[config.mk]
export PLATFORM = sky130hd
export DESIGN_NAME = sync_fifo_ctrl
export DESIGN_NICKNAME = d
export VERILOG_FILES = /design/src/rtl/sync_fifo_ctrl.sv
export SDC_FILE = /design/constraint.sdc
export NUM_CORES = 1
export LEC_CHECK = 0
export ABC_AREA = 1
export ABC_CLOCK_PERIOD_IN_PS = 1650
export BUFFER_PORTS_ARGS = -buffer_cell sky130_fd_sc_hd__buf_2
export CORE_MARGIN = 10
export CORE_UTILIZATION = 45
export DETAILED_ROUTE_END_ITERATION = 8
export GPL_TIMING_DRIVEN = 0
export PLACE_DENSITY = 0.65
export SYNTH_ARGS = -nofsm -noshare
export SYNTH_HDL_FRONTEND = slang
export SYNTH_SLANG_ARGS = --single-unit
[constraint.sdc]
create_clock -name CLK -period 1.65 [get_ports CLK]
set_input_delay 0.165 -clock CLK [delete_from_list [all_inputs] [get_ports CLK]]
set_output_delay 0.165 -clock CLK [all_outputs]
set_load 0.005 [all_outputs]
[src/rtl/sync_fifo_ctrl.sv]
// Single-clock FIFO controller with fill level, programmable almost-full/empty
// thresholds, standard or first-word-fall-through read, and sticky error flags.
module sync_fifo_ctrl #(
    parameter int unsigned DATA_WIDTH = 8,
    parameter int unsigned FIFO_DEPTH = 8,
    parameter int unsigned P_SIZE     = $clog2(FIFO_DEPTH) + 1,
    parameter int unsigned AF_LEVEL   = FIFO_DEPTH - 2,
    parameter int unsigned AE_LEVEL   = 2,
    parameter bit          FWFT       = 1'b0
) (
    input  logic                  CLK,
    input  logic                  RST,
    input  logic                  W_INC,
    input  logic [DATA_WIDTH-1:0] WR_DATA,
    input  logic                  R_INC,
    input  logic                  CLR_ERR,
    output logic [DATA_WIDTH-1:0] RD_DATA,
    output logic                  RD_VALID,
    output logic                  FULL,
    output logic                  EMPTY,
    output logic                  ALMOST_FULL,
    output logic                  ALMOST_EMPTY,
    output logic [P_SIZE-1:0]     COUNT,
    output logic                  OVERFLOW,
    output logic                  UNDERFLOW
);

    localparam int unsigned AW = P_SIZE - 1;

    logic [DATA_WIDTH-1:0] mem [FIFO_DEPTH];

    logic [P_SIZE-1:0]     wptr;
    logic [P_SIZE-1:0]     rptr;
    logic [P_SIZE-1:0]     wptr_nxt;
    logic [P_SIZE-1:0]     rptr_nxt;
    logic [P_SIZE-1:0]     count_nxt;
    logic [AW-1:0]         waddr;
    logic [AW-1:0]         raddr;
    logic [AW-1:0]         raddr_nxt;
    logic                  wr_ok;
    logic                  rd_ok;
    logic                  ovf_nxt;
    logic                  unf_nxt;
    logic [DATA_WIDTH-1:0] head_nxt;

    // Acceptance, pointer/count and flag next-state
    always_comb begin
        wr_ok     = 1'b0;
        rd_ok     = 1'b0;
        wptr_nxt  = wptr;
        rptr_nxt  = rptr;
        count_nxt = COUNT;
        ovf_nxt   = OVERFLOW;
        unf_nxt   = UNDERFLOW;
        waddr     = wptr[AW-1:0];
        raddr     = rptr[AW-1:0];

        wr_ok = W_INC && !FULL;
        rd_ok = R_INC && !EMPTY;
        if (wr_ok) wptr_nxt = wptr + P_SIZE'(1);
        if (rd_ok) rptr_nxt = rptr + P_SIZE'(1);

        case ({wr_ok, rd_ok})
            2'b10:   count_nxt = COUNT + P_SIZE'(1);
            2'b01:   count_nxt = COUNT - P_SIZE'(1);
            default: count_nxt = COUNT;
        endcase

        // A new error in the same cycle as a clear must survive the clear
        ovf_nxt = (W_INC && FULL)  || (OVERFLOW  && !CLR_ERR);
        unf_nxt = (R_INC && EMPTY) || (UNDERFLOW && !CLR_ERR);
        raddr_nxt = rptr_nxt[AW-1:0];
    end

    // Head word after this edge; bypass when the head slot is being written now
    always_comb begin
        head_nxt = mem[raddr_nxt];
        if (wr_ok && (waddr == raddr_nxt)) head_nxt = WR_DATA;
    end

    // Storage is deliberately not reset
    always_ff @(posedge CLK) begin
        if (!RST && wr_ok) mem[waddr] <= WR_DATA;
    end

    always_ff @(posedge CLK) begin
        if (RST) begin
            wptr         <= '0;
            rptr         <= '0;
            COUNT        <= '0;
            FULL         <= 1'b0;
            EMPTY        <= 1'b1;
            ALMOST_FULL  <= 1'b0;
            ALMOST_EMPTY <= 1'b1;
            OVERFLOW     <= 1'b0;
            UNDERFLOW    <= 1'b0;
            RD_VALID     <= 1'b0;
            RD_DATA      <= '0;
        end else begin
            wptr         <= wptr_nxt;
            rptr         <= rptr_nxt;
            COUNT        <= count_nxt;
            FULL         <= (count_nxt == P_SIZE'(FIFO_DEPTH));
            EMPTY        <= (count_nxt == '0);
            ALMOST_FULL  <= (count_nxt >= P_SIZE'(AF_LEVEL));
            ALMOST_EMPTY <= (count_nxt <= P_SIZE'(AE_LEVEL));
            OVERFLOW     <= ovf_nxt;
            UNDERFLOW    <= unf_nxt;
            if (FWFT) begin
                RD_VALID <= (count_nxt != '0);
                if (count_nxt != '0) RD_DATA <= head_nxt;
            end else begin
                RD_VALID <= rd_ok;
                if (rd_ok) RD_DATA <= mem[raddr];
            end
        end
    end

endmodule

Word level (Yosys, flattened, before mapping):

Memories as Yosys holds them, arrays and structs flattened. A register that Yosys moved wholly into a read port is not among the register bits.
Index checks and enable logic that the tools add are counted.

* RAM bits: 64
* output and inout port bits: 19
* memories kept: 1
* word-level logic and storage cells: 37
* bits in registers: 19
* input port bits: 13

* add/subtract/negate cells: 4
* multiplexer cells: 3
* magnitude comparators: 2
* equal/unequal tests: 3
* reductions and logical operators: 14

Memory list
* mem: depth 8, bits a word 8, read ports 1, clocked after memory_dff 1, write ports 1, line 30 `logic [DATA_WIDTH-1:0] mem [FIFO_DEPTH];`

Operators with widths (number)
* 4-bit by 1-bit adder with 4-bit output (second input constant): 3
* 4-bit one-hot mux with 2 select lines: 1
* 1-bit logical AND: 7
* 4-bit == test (second input constant): 1
* 4-bit by 3-bit >= comparator with 1-bit output (second input constant): 1
* 4-bit by 2-bit <= comparator with 1-bit output (second input constant): 1
* 1-bit logical NOT: 4
* 4-bit logical NOT: 1
* 4-bit by 1-bit subtractor with 4-bit output (second input constant): 1
* 2-bit by 1-bit == test with 1-bit output (second input constant): 1
* 2-bit == test (second input constant): 1
* 1-bit logical OR: 2
* 1-bit 2-to-1 mux: 2

Logic depth before layout (Yosys ltp):

Gate-level depths: netlist of run 1.

* depth in word-level cells: 5
* gate-level depth with buffers: 16
* gate-level depth less buffers: 16

Worst setup path after synthesis of run 1:

No wires, ideal clock.

* kind: register to register
* from: register EMPTY
* to: register ALMOST_EMPTY
* path buffers: 1
* period minus slack after synthesis: 1.763 ns
* slack: -0.113 ns
* setup time: 0.123 ns
* data required time: 1.527 ns
* cell stages (with the launch flop): 10
* data arrival time: 1.640 ns
* cells stage by stage: dfxtp_1 nor2_8 buf_2 ha_1 o21ai_0 inv_1 nor2_1 nand2_1 nand2_1 a21oi_1

* cells in the longest elaborated chain, start to end: 5

Ends and longest elaborated chain
* start: declaration: line 20 `output logic EMPTY,`
* start signal: assignment: line 104 `EMPTY <= (count_nxt == '0);`
* 1-bit logical NOT *: line 59 `rd_ok = R_INC && !EMPTY;`
* 1-bit logical AND *: line 59
* 2-bit by 1-bit == test with 1-bit output or 2-bit == test (tied branches): line 63 `case ({wr_ok, rd_ok})`
* 4-bit one-hot mux with 2 select lines *: line 63
* 4-bit by 2-bit <= comparator with 1-bit output *: line 106 `ALMOST_EMPTY <= (count_nxt <= P_SIZE'(AE_LEVEL));`
* end signal: assignment: line 106
* end: declaration: line 22 `output logic ALMOST_EMPTY,`

Mark *: on every way between the ends. The rest lies on a longest branch, timed or not.
A chain may end at the register's enable or synchronous reset.

Worst setup path after layout of run 1:

* from: register EMPTY
* to: register EMPTY

* cells in the longest elaborated chain, start to end: 5

Ends and longest elaborated chain (line)
* 1-bit logical NOT *: 59
* 1-bit logical AND *: 59
* 2-bit by 1-bit == test with 1-bit output or 2-bit == test (tied branches): 63
* 4-bit one-hot mux with 2 select lines *: 63
* 4-bit logical NOT *: 104

Marks and branches as above.

==> results of run 1 <==
## worst min-delay path, cell delays in order
cell	delay, ns
buf_2	0.07
inv_1	0.04
nand2_1	0.05
a21oi_1	0.05
## kinds of logic (layout without fill, tap and decap cells)
group                      count (synthesis)  count (layout)  synth area share, %
xor gates and xnor gates                   2               2                0.481
adders and majority gates                  4               4                 1.37
DFF                                       89              89                 66.5
other                                      0               1                    0
AOI/OAI and AO/OA                         78              78                 12.1
buffers and inverters                     39             108                 4.64
and+or+nand+nor                          118             118                 14.9
## flip-flops by register name (all words and copies together), names as in the netlist
name / count
mem: 64
RD_DATA: 8
COUNT: 4
rptr: 3
wptr: 3
ALMOST_EMPTY: 1
ALMOST_FULL: 1
EMPTY: 1
FULL: 1
OVERFLOW: 1
RD_VALID: 1
UNDERFLOW: 1
## cell usage in the layout (no fill, tap or decap), types with 5 or more instances in the layout
master	instances
nand2_2	7
inv_1	16
nand3_2	5
nor2_2	7
inv_2	8
o211ai_1	8
nor2_1	55
buf_4	17
o21ai_1	13
buf_12	6
o32ai_1	8
a21oi_1	16
buf_2	37
nand3_1	5
o21ai_0	31
dfxtp_1	21
edfxtp_1	64
clkbuf_8	9
nand2_1	27
## where the power goes
| part | leakage, nW | switching [mW] | internal [mW] |
|---|---|---|---|
| Sequential | 0.786 | 0.202 | 2.64 |
| Clock | 0.0971 | 0.780 | 0.707 |
| Combinational | 0.848 | 1.33 | 1.00 |
## cell type report
class	instances	area share [%]
Buffer	14	1.79
Inverter	25	2.12
Sequential cell	89	53.5
Clock inverter	6	1.43
Tap cell	102	2.81
Clock buffer	10	2.81
Multi-Input combinational cell	202	26.4
Timing Repair Buffer	53	9.01
Antenna cell	1	0.0551
## routing by layer
layer	wire length, um	vias to the layer above
li1	-	1285
met1	3770	1211
met5	0	-
met4	199	0
met2	4100	69
met3	639	13
## worst max-delay path by stage
stage	start	cells past startpoint	to
final	EMPTY	14	EMPTY
after global routing	EMPTY	14	EMPTY
after CTS	FULL	5	mem[4][6]
after detailed placement	FULL	5	mem[6][7]
after global placement	FULL	5	mem[2][6]
after floorplan	FULL	5	mem[2][0]
## timing repair
| item | CTS | global route |
|---|---|---|
| cloned | 0 | 0 |
| endpoints found under the hold margin | 0 | 0 |
| pin swaps | 9 | 9 |
| gates resized for setup | 26 | 19 |
| setup endpoints to repair | 67 | 69 |
| setup buffers | 11 | 11 |
==> impl_metrics.csv, run 1 <==
group,metric,value,unit
yosys,synth_warnings,0,
drt,via_count,2578,
timing,whs,0.0650,ns
clocking,clockBufferDepth,2,
worst_setup_path,crit_family,"simple AND/OR/NAND/NOR gates",
global_routing,grt_use_met3,3.19,%
drt,drt_iter0_drc,173,
yosys,synth-main-ff-cell,"edfxtp_1",
drt,drc,0,
worst_setup_path,r2r-start,"EMPTY",
worst_setup_path,critical_path_class,"reg -> reg",
worst_setup_path,worstPathCellList,"nor2_8, buf_6, nand2_4, nand2_4, nand2_2, inv_2, ha_4, inv_4, o21ai_4, nor2_2, nand3_2, nand2_1, inv_1, a21oi_1",
finish,instances_no_fill,502,
placement,pre_cts_ws,-0.533,ns
clocking,insertion_delay,0.36,ns
drt,vias_per_cell,5.14,
finish,multi_input_area,0.00120,mm^2
worst_hold_path,min-delay-path-class,"in -> reg",
run_status,violations,"negative setup slack",
yosys,synth_common_cells,"64 x edfxtp_1, 63 x nor2_1, 32 x o21ai_0, 29 x nand2_1, 25 x dfxtp_1",
global_routing,grt_use_met1,18.2,%
yosys,synthTopCellsByArea,"edfxtp_1 53%, dfxtp_1 14%, nor2_1 6.5%",
worst_setup_path,cp.arrival,1.97,ns
global_routing,grt_overflow,0,
finish,drive_gt1_share,32.3,%
timing,setup_viol,34,
clocking,cts_buffers,9,
worst_setup_path,critical-path-max-stage-delay,0.37,ns
yosys,synth.most_common_cell,"edfxtp_1",
clocking,clk_pin_slew,0.09,ns
worst_setup_path,critPathMaxFanout,3,
drt,wl_per_cell,17.3,um
yosys,synthCells,330,
run_status,outcome,"finished with violations",
timing,finalHoldViolCount,0,
drt,drt_wl_total,8710,um
placement,dp.cells,463,
clocking,cts_tree,"yes",
timing,fin_crit_sh,103,%
finish,nNetsFinal,411,
timing,fin_worst_skew,0.0156,ns
worst_setup_path,rr_endpoint,"EMPTY",
yosys,avgSynthCellArea,11.0,um^2
power_and_ir_drop,cellPowerDensity,1470,mW/mm^2
yosys,synth.ff_latch_count,89,
worst_setup_path,required,1.93,ns
timing,setup_tns,-0.461,ns
worst_hold_path,hold_depth,4,
global_routing,grt_pass1_wl,13100,um
global_routing,met2_usage,22.9,%
finish,finish.instance_area,0.00454,mm^2
placement,place.gp.congestion,0.812,
yosys,async_flop_share,0,%
flow_run,maxCapViolCount,0,
die,die_h,110,um
yosys,ys_seq_area_share,66.5,%
placement,io_buffers,30,
placement,place_area,0.00393,mm^2
drt,final_antenna_net_count,0,
worst_hold_path,hold_end,"OVERFLOW",
global_routing,busiest_layer,"met2",
finish,utilization,58.1,%
yosys,syn_nets,347,
power_and_ir_drop,leakage,1.73,nW
worst_hold_path,hp-start,"CLR_ERR",
worst_setup_path,critPathLaunchType,"flip-flop",
timing,rsz0062_at_grt,"yes",
yosys,synth-edff-count,64,
finish,final.fill_count,679,
worst_setup_path,cpMaxStageDelayCell,"dfxtp_4",
timing,final_max_slew_viol_count,0,
finish,area.sequential,0.00243,mm^2
yosys,yosys.cell_types.count,25,
global_routing,first_global_vias,2485,
clocking,root_buffer,"clkbuf_8",
clocking,clkSinkCount,89,
placement,hpwl,5370,um
global_routing,grt_usage,14.3,%
worst_setup_path,cpMostUsedCell,"nand2_4",
clocking,cts_hold_buffers,0,
timing,max_slew_margin,62.9,%
drt,first_pass_iters,4,
timing,setup_ws,-0.0418,ns
worst_setup_path,reg2reg_depth,14,
power_and_ir_drop,p_total,6.66,mW
yosys,synth_top_area_share,52.7,%
timing,fmax,0.591,GHz
timing,tightest_slew,0.557,ns
global_routing,antenna_found_initial,1,
die,die_w,110,um
yosys,synth_area,0.00364,mm^2
yosys,yosys.area.top_type,"edfxtp_1",
die,die-area,0.0121,mm^2
die,coreArea,0.00781,mm^2
worst_setup_path,r2r_setup_slack,-0.04,ns
global_routing,grt_max_degree,16,
clocking,htree_levels,3,
die,num_io_pins,32,
timing,finalCriticalPeriod,1.69,ns
worst_setup_path,worst-path-buf-inv,4,
power_and_ir_drop,peakVddDrop,0.556,mV
finish,syn2layout_area_growth,24.6,%
worst_setup_path,critPathCaptureType,"flip-flop",
die,rows,32,
die,start_util,46.7,%
Note: power is estimated with default switching activity, not from simulation.
==> inputs of run 2 (changes only) <==
ABC_AREA = not set   (was 1)
HOLD_SLACK_MARGIN = 0.03   (was not set)
PLACE_DENSITY = 0.66   (was 0.65)
==> run 2 against run 1 <==
  * The flow still finishes with violations (negative setup slack)
  * Cell count fell by 21%
  * Register-to-register slack got worse by 0.45 ns
  * Global-route usage fell by 0.98 points
  * Clock-buffer cell count fell by 1
  * Wire length fell by 9.2%
  * Sequential share of layout area fell by 0.57 points
==> impl_metrics.csv, run 2 <==
group,metric,value,unit
run_status,outcome,"finished with violations",
run_status,violations,"negative setup slack",
timing,tightest_slew,0.798,ns
yosys,synth-edff-count,64,
worst_setup_path,r2r_setup_slack,-0.49,ns
finish,reg.largest.list,"mem x64, RD_DATA x8, COUNT x4",
global_routing,grt_use_met1,17.4,%
worst_setup_path,cp.arrival,2.38,ns
yosys,syn_nets,235,
die,coreArea,0.00765,mm^2
global_routing,grt_use_met3,4.34,%
clocking,htree_levels,3,
yosys,avgSynthCellArea,16.1,um^2
clocking,insertion_delay,0.36,ns
worst_setup_path,worstPathCellList,"nand2b_4, clkinv_4, buf_8, ha_4, and4b_2, o21ai_4, a221oi_4, xnor2_1, a31o_2",
clocking,cts_buffers,9,
worst_setup_path,critPathCaptureType,"flip-flop",
drt,final_antenna_net_count,0,
yosys,synth-main-ff-cell,"edfxtp_1",
finish,finish.instance_area,0.00458,mm^2
die,die_w,108,um
timing,finalCriticalPeriod,2.14,ns
die,start_util,46.0,%
die,num_io_pins,32,
yosys,async_flop_share,0,%
finish,nNetsFinal,306,
placement,io_buffers,30,
drt,drt_wl_total,7900,um
yosys,synth_area,0.00351,mm^2
yosys,synth_warnings,0,
finish,utilization,59.9,%
clocking,cts_tree,"yes",
worst_setup_path,required,1.90,ns
finish,syn2layout_area_growth,30.4,%
global_routing,busiest_layer,"met2",
drt,via_count,2132,
yosys,synth_top_area_share,54.7,%
flow_run,maxCapViolCount,0,
power_and_ir_drop,leakage,1.61,nW
clocking,root_buffer,"clkbuf_8",
placement,place.gp.congestion,0.785,
placement,hpwl,4830,um
drt,wl_per_cell,20.0,um
power_and_ir_drop,cellPowerDensity,1180,mW/mm^2
timing,setup_viol,26,
drt,first_pass_iters,6,
placement,dp.cells,354,
clocking,clk_pin_slew,0.09,ns
timing,fin_worst_skew,0.0130,ns
yosys,synth.ff_latch_count,89,
drt,drt_iter0_drc,121,
worst_setup_path,critical-path-max-stage-delay,0.35,ns
timing,fmax,0.468,GHz
global_routing,antenna_found_initial,0,
die,die_h,108,um
die,die-area,0.0117,mm^2
global_routing,met2_usage,20.6,%
finish,n_antenna_cell,0,
finish,instances_no_fill,396,
yosys,synth.most_common_cell,"edfxtp_1",
finish,drive_gt1_share,47.3,%
finish,final_common_cell,"edfxtp_1",
finish,final.fill_count,559,
yosys,synthTopCellsByArea,"edfxtp_1 55%, dfxtp_1 14%, mux4_2 10%",
yosys,yosys.area.top_type,"edfxtp_1",
global_routing,grt_overflow,0,
worst_setup_path,critPathLaunchType,"flip-flop",
timing,fin_crit_sh,130,%
global_routing,first_global_vias,2105,
global_routing,grt_usage,13.3,%
clocking,clockBufferDepth,2,
worst_setup_path,critical_path_class,"reg -> reg",
finish,final_cell_mix,"64 x edfxtp_1, 31 x buf_2, 23 x buf_4",
timing,rsz0062_at_grt,"yes",
yosys,yosys.cell_types.count,44,
yosys,synth_common_cells,"64 x edfxtp_1, 25 x dfxtp_1, 18 x nor2_1, 16 x mux4_2, 12 x nand2_1",
yosys,synthCells,218,
power_and_ir_drop,peakVddDrop,0.611,mV
placement,pre_cts_ws,-0.627,ns
global_routing,grt_max_degree,17,
finish,largest_register,"mem",
placement,place_area,0.00388,mm^2
timing,setup_ws,-0.487,ns
global_routing,grt_pass1_wl,11700,um
clocking,clkSinkCount,89,
timing,finalHoldViolCount,0,
drt,vias_per_cell,5.38,
timing,max_slew_margin,46.8,%
drt,drc,0,
worst_setup_path,cpMaxStageDelayCell,"a221oi_4",
clocking,cts_hold_buffers,0,
die,rows,32,
worst_setup_path,critPathMaxFanout,5,
finish,largest_register_ffs,64,
yosys,ys_seq_area_share,68.9,%
worst_hold_path,min-delay-path-class,"in -> reg",
timing,final_max_slew_viol_count,0,
-- run 2: changes by cell type after synthesis, sizes merged, moves of 9 or more --
| cell | previous run | this run |
|---|---|---|
| nand3 | 12 | 2 |
| mux4 | 0 | 16 |
| mux2i | 0 | 9 |
| nand2 | 37 | 12 |
| o21ai | 45 | 1 |
| inv | 25 | 3 |
| nor2 | 67 | 18 |
| a21oi | 17 | 5 |
-- run 2: metrics by stage --
| step | TNS (ns) | power (mW) | hold WS, ns |
|---|---|---|---|
| 2_1_floorplan | -13.12 | 3.27 | 0.264 |
| 3_3_place_gp | -52.62 | 3.54 | 0.428 |
| 3_5_place_dp | -18.07 | 3.57 | 0.441 |
| 4_1_cts | -14.86 | 5.25 | 0.0576 |
| 5_1_grt | -5.14 | 5.67 | 0.0530 |
| 6_report | -3.06 | 5.42 | 0.0650 |
-- run 2: worst paths after layout --
kind	start	endpoint	depth (start not counted)
worst min register to register	RD_DATA[1]	RD_DATA[1]	2
worst min-delay path	WR_DATA[5]	mem[3][5]	1
worst max-delay path	EMPTY	EMPTY	9
worst max register to register	EMPTY	EMPTY	9
-- run 2: critical path: cells and delay by family (launching register included) --
family,cells,cell delay [ns]
AOI/OAI and AO/OA,3,0.70
and+or+nand+nor,2,0.48
DFF,1,0.33
buffers and inverters,2,0.21
adders and majority gates,1,0.17
xor gates and xnor gates,1,0.15
-- run 2: cells by family (layout without fill, tap and decap cells) --
family / Yosys count / after routing / synth area share [%]
flops: 89 / 89 / 68.9
simple gates: 51 / 51 / 7.37
mux: 26 / 26 / 13.1
compound gates: 25 / 25 / 5.38
buf+inv: 17 / 93 / 2.28
xor+xnor: 6 / 6 / 1.50
fa+ha+maj: 4 / 4 / 1.42
-- run 2: what timing repair did --
action,CTS,global route
setup buffers,14,12
gates resized for setup,25,36
setup endpoints to repair,75,67
hold endpoints to repair,0,0
pin swaps,9,13
-- run 2: area by class of cell --
class | instances | area, um^2 | share of cell area, %
flip-flops and latches | 89 | 2430 | 53.0
multi-input cells | 112 | 1250 | 27.4
repair buffers | 60 | 414 | 9.04
well taps | 102 | 128 | 2.78
clock buffers | 9 | 124 | 2.70
plain buffers | 12 | 124 | 2.70
clock inverters | 7 | 76.3 | 1.67
inverters | 5 | 36.3 | 0.792
-- run 2: routing by layer --
layer | vias to the layer above | wire [um]
li1 | 989 | -
met1 | 1070 | 3490
met2 | 65 | 3880
met3 | 8 | 450
met4 | 0 | 79
met5 | - | 0
-- run 2: report_power, final --
group	leakage [nW]	internal (mW)	total (mW)	switching, mW
clock	0.0962	0.710	1.52	0.813
combinational	0.728	0.662	1.26	0.598
sequential	0.784	2.53	2.64	0.107
total	1.61	3.90	5.42	1.52
==> inputs of run 3 (changes only) <==
SKIP_CTS_REPAIR_TIMING = 1   (was not set)
==> run 3 against run 2 <==
  * The flow still finishes with violations (negative setup slack)
  * Sequential power about the same
  * Largest power group unchanged
  * Design area shrank 3.9%
  * Clock power about the same
==> impl_metrics.csv, run 3 (synthesis gave the netlist of run 2 again) <==
group,metric,value,unit
run_status,outcome,"finished with violations",
run_status,violations,"negative setup slack",
clocking,cts_tree,"yes",
finish,largest_register_ffs,64,
die,coreArea,0.00765,mm^2
timing,final_max_slew_viol_count,0,
drt,drt_wl_total,7660,um
power_and_ir_drop,leakage,1.54,nW
worst_setup_path,crit_family,"simple AND/OR/NAND/NOR gates",
worst_setup_path,cp.arrival,2.49,ns
power_and_ir_drop,cellPowerDensity,1210,mW/mm^2
timing,fin_crit_sh,133,%
flow_run,maxCapViolCount,0,
die,num_io_pins,32,
timing,fmax,0.455,GHz
finish,reg.largest.list,"mem x64, RD_DATA x8, COUNT x4",
worst_setup_path,critical_path_class,"reg -> reg",
clocking,insertion_delay,0.36,ns
clocking,htree_levels,3,
worst_setup_path,critPathLaunchType,"flip-flop",
finish,final_cell_mix,"64 x edfxtp_1, 31 x buf_2, 22 x dfxtp_1",
drt,drt_iter0_drc,122,
timing,tightest_slew,0.779,ns
power_and_ir_drop,intPower,3.87,mW
finish,nNetsFinal,298,
power_and_ir_drop,seqPwrFrac,49.4,%
global_routing,grt_usage,12.5,%
timing,finalCriticalPeriod,2.20,ns
timing,setup_tns,-13.21,ns
die,die-area,0.0117,mm^2
clocking,clockBufferDepth,2,
drt,via_count,2084,
global_routing,grt_overflow,0,
clocking,clkSinkCount,89,
die,die_w,108,um
drt,wl_per_cell,19.7,um
clocking,root_buffer,"clkbuf_8",
finish,area.sequential,0.00243,mm^2
timing,fin_worst_skew,0.0143,ns
worst_hold_path,hold_depth,3,
power_and_ir_drop,power_switching,1.47,mW
placement,pre_cts_ws,-0.627,ns
global_routing,grt_pass1_wl,11000,um
worst_setup_path,worst-path-buf-inv,2,
global_routing,grt_max_degree,17,
die,die_h,108,um
worst_setup_path,required,1.95,ns
finish,largest_register,"mem",
global_routing,antenna_found_initial,0,
power_and_ir_drop,clock_power_share,28.6,%
finish,multi_input_area,0.00117,mm^2
power_and_ir_drop,p_total,5.33,mW
worst_hold_path,min-delay-path-class,"in -> reg",
worst_setup_path,critPathMaxFanout,10,
die,rows,32,
worst_setup_path,critical-path-max-stage-delay,0.36,ns
power_and_ir_drop,p_comb_share,22.0,%
drt,final_antenna_net_count,0,
drt,drc,0,
clocking,clk_pin_slew,0.10,ns
placement,hpwl,4830,um
finish,final_common_cell,"edfxtp_1",
power_and_ir_drop,peakVddDrop,0.616,mV
drt,vias_per_cell,5.37,
global_routing,first_global_vias,1960,
worst_setup_path,cpMaxStageDelayCell,"a221oi_4",
timing,max_slew_margin,48.0,%
timing,finalHoldViolCount,0,
finish,final.fill_count,583,
worst_setup_path,reg2reg_depth,9,
finish,drive_gt1_share,43.0,%
finish,finish.instance_area,0.00441,mm^2
finish,utilization,57.6,%
worst_setup_path,worstPathCellList,"nand2b_4, clkinv_4, buf_6, ha_4, and4b_2, o21ai_2, a221oi_4, xor2_2, and4_1",
die,start_util,46.0,%
worst_setup_path,critPathCaptureType,"flip-flop",
placement,io_buffers,30,
timing,rsz0062_at_grt,"yes",
timing,setup_viol,38,
finish,n_antenna_cell,0,
finish,syn2layout_area_growth,25.3,%
timing,setup_ws,-0.546,ns
power_and_ir_drop,p_sw_share,27.5,%
clocking,cts_buffers,9,
placement,place.gp.congestion,0.785,
drt,first_pass_iters,4,
worst_setup_path,path_depth,9,
placement,place_area,0.00388,mm^2
run 3: worst paths after layout:
kind                              endpoint  slack (ns)        from
worst max-delay path                  FULL       -0.55       EMPTY
worst min-delay path              OVERFLOW        0.07       W_INC
worst max register to register        FULL       -0.55       EMPTY
worst min register to register  RD_DATA[1]        0.51  RD_DATA[1]
run 3: area by class of cell:
class,count,area share [%]
inverters,5,0.596
flip-flops and latches,89,55.1
repair buffers,52,7.84
well taps,102,2.90
multi-input cells,112,26.5
plain buffers,12,2.56
clock buffers,9,2.81
clock inverters,7,1.73
run 3: power by group through the flow:
stage               combinational (mW)  sequential, mW  clock (mW)
finish                            1.18            2.63        1.52
global route                      1.29            2.65        1.65
CTS                              0.902            2.62        1.55
detailed placement               0.901            2.67           0
global placement                 0.873            2.66           0
floorplan                        0.598            2.67           0
run 3: metal layers:
metal,GRT usage (%),wire length [um]
met4,3.95,69
met3,4.34,396
met1,16.6,3540
met2,18.9,3650
met5,0,0
run 3: stage by stage:
stage               instances  hold slack, ns
detailed placement        354           0.441
global placement          350           0.428
global route              388          0.0502
finish                    388          0.0675
floorplan                 218           0.264
CTS                       370          0.0576
run 3: tightest hold or removal path: cells and delay by family:
family,cells,cell delay [ns]
and+or+nand+nor,1,0.08
AOI/OAI and AO/OA,1,0.07
buffers and inverters,1,0.08
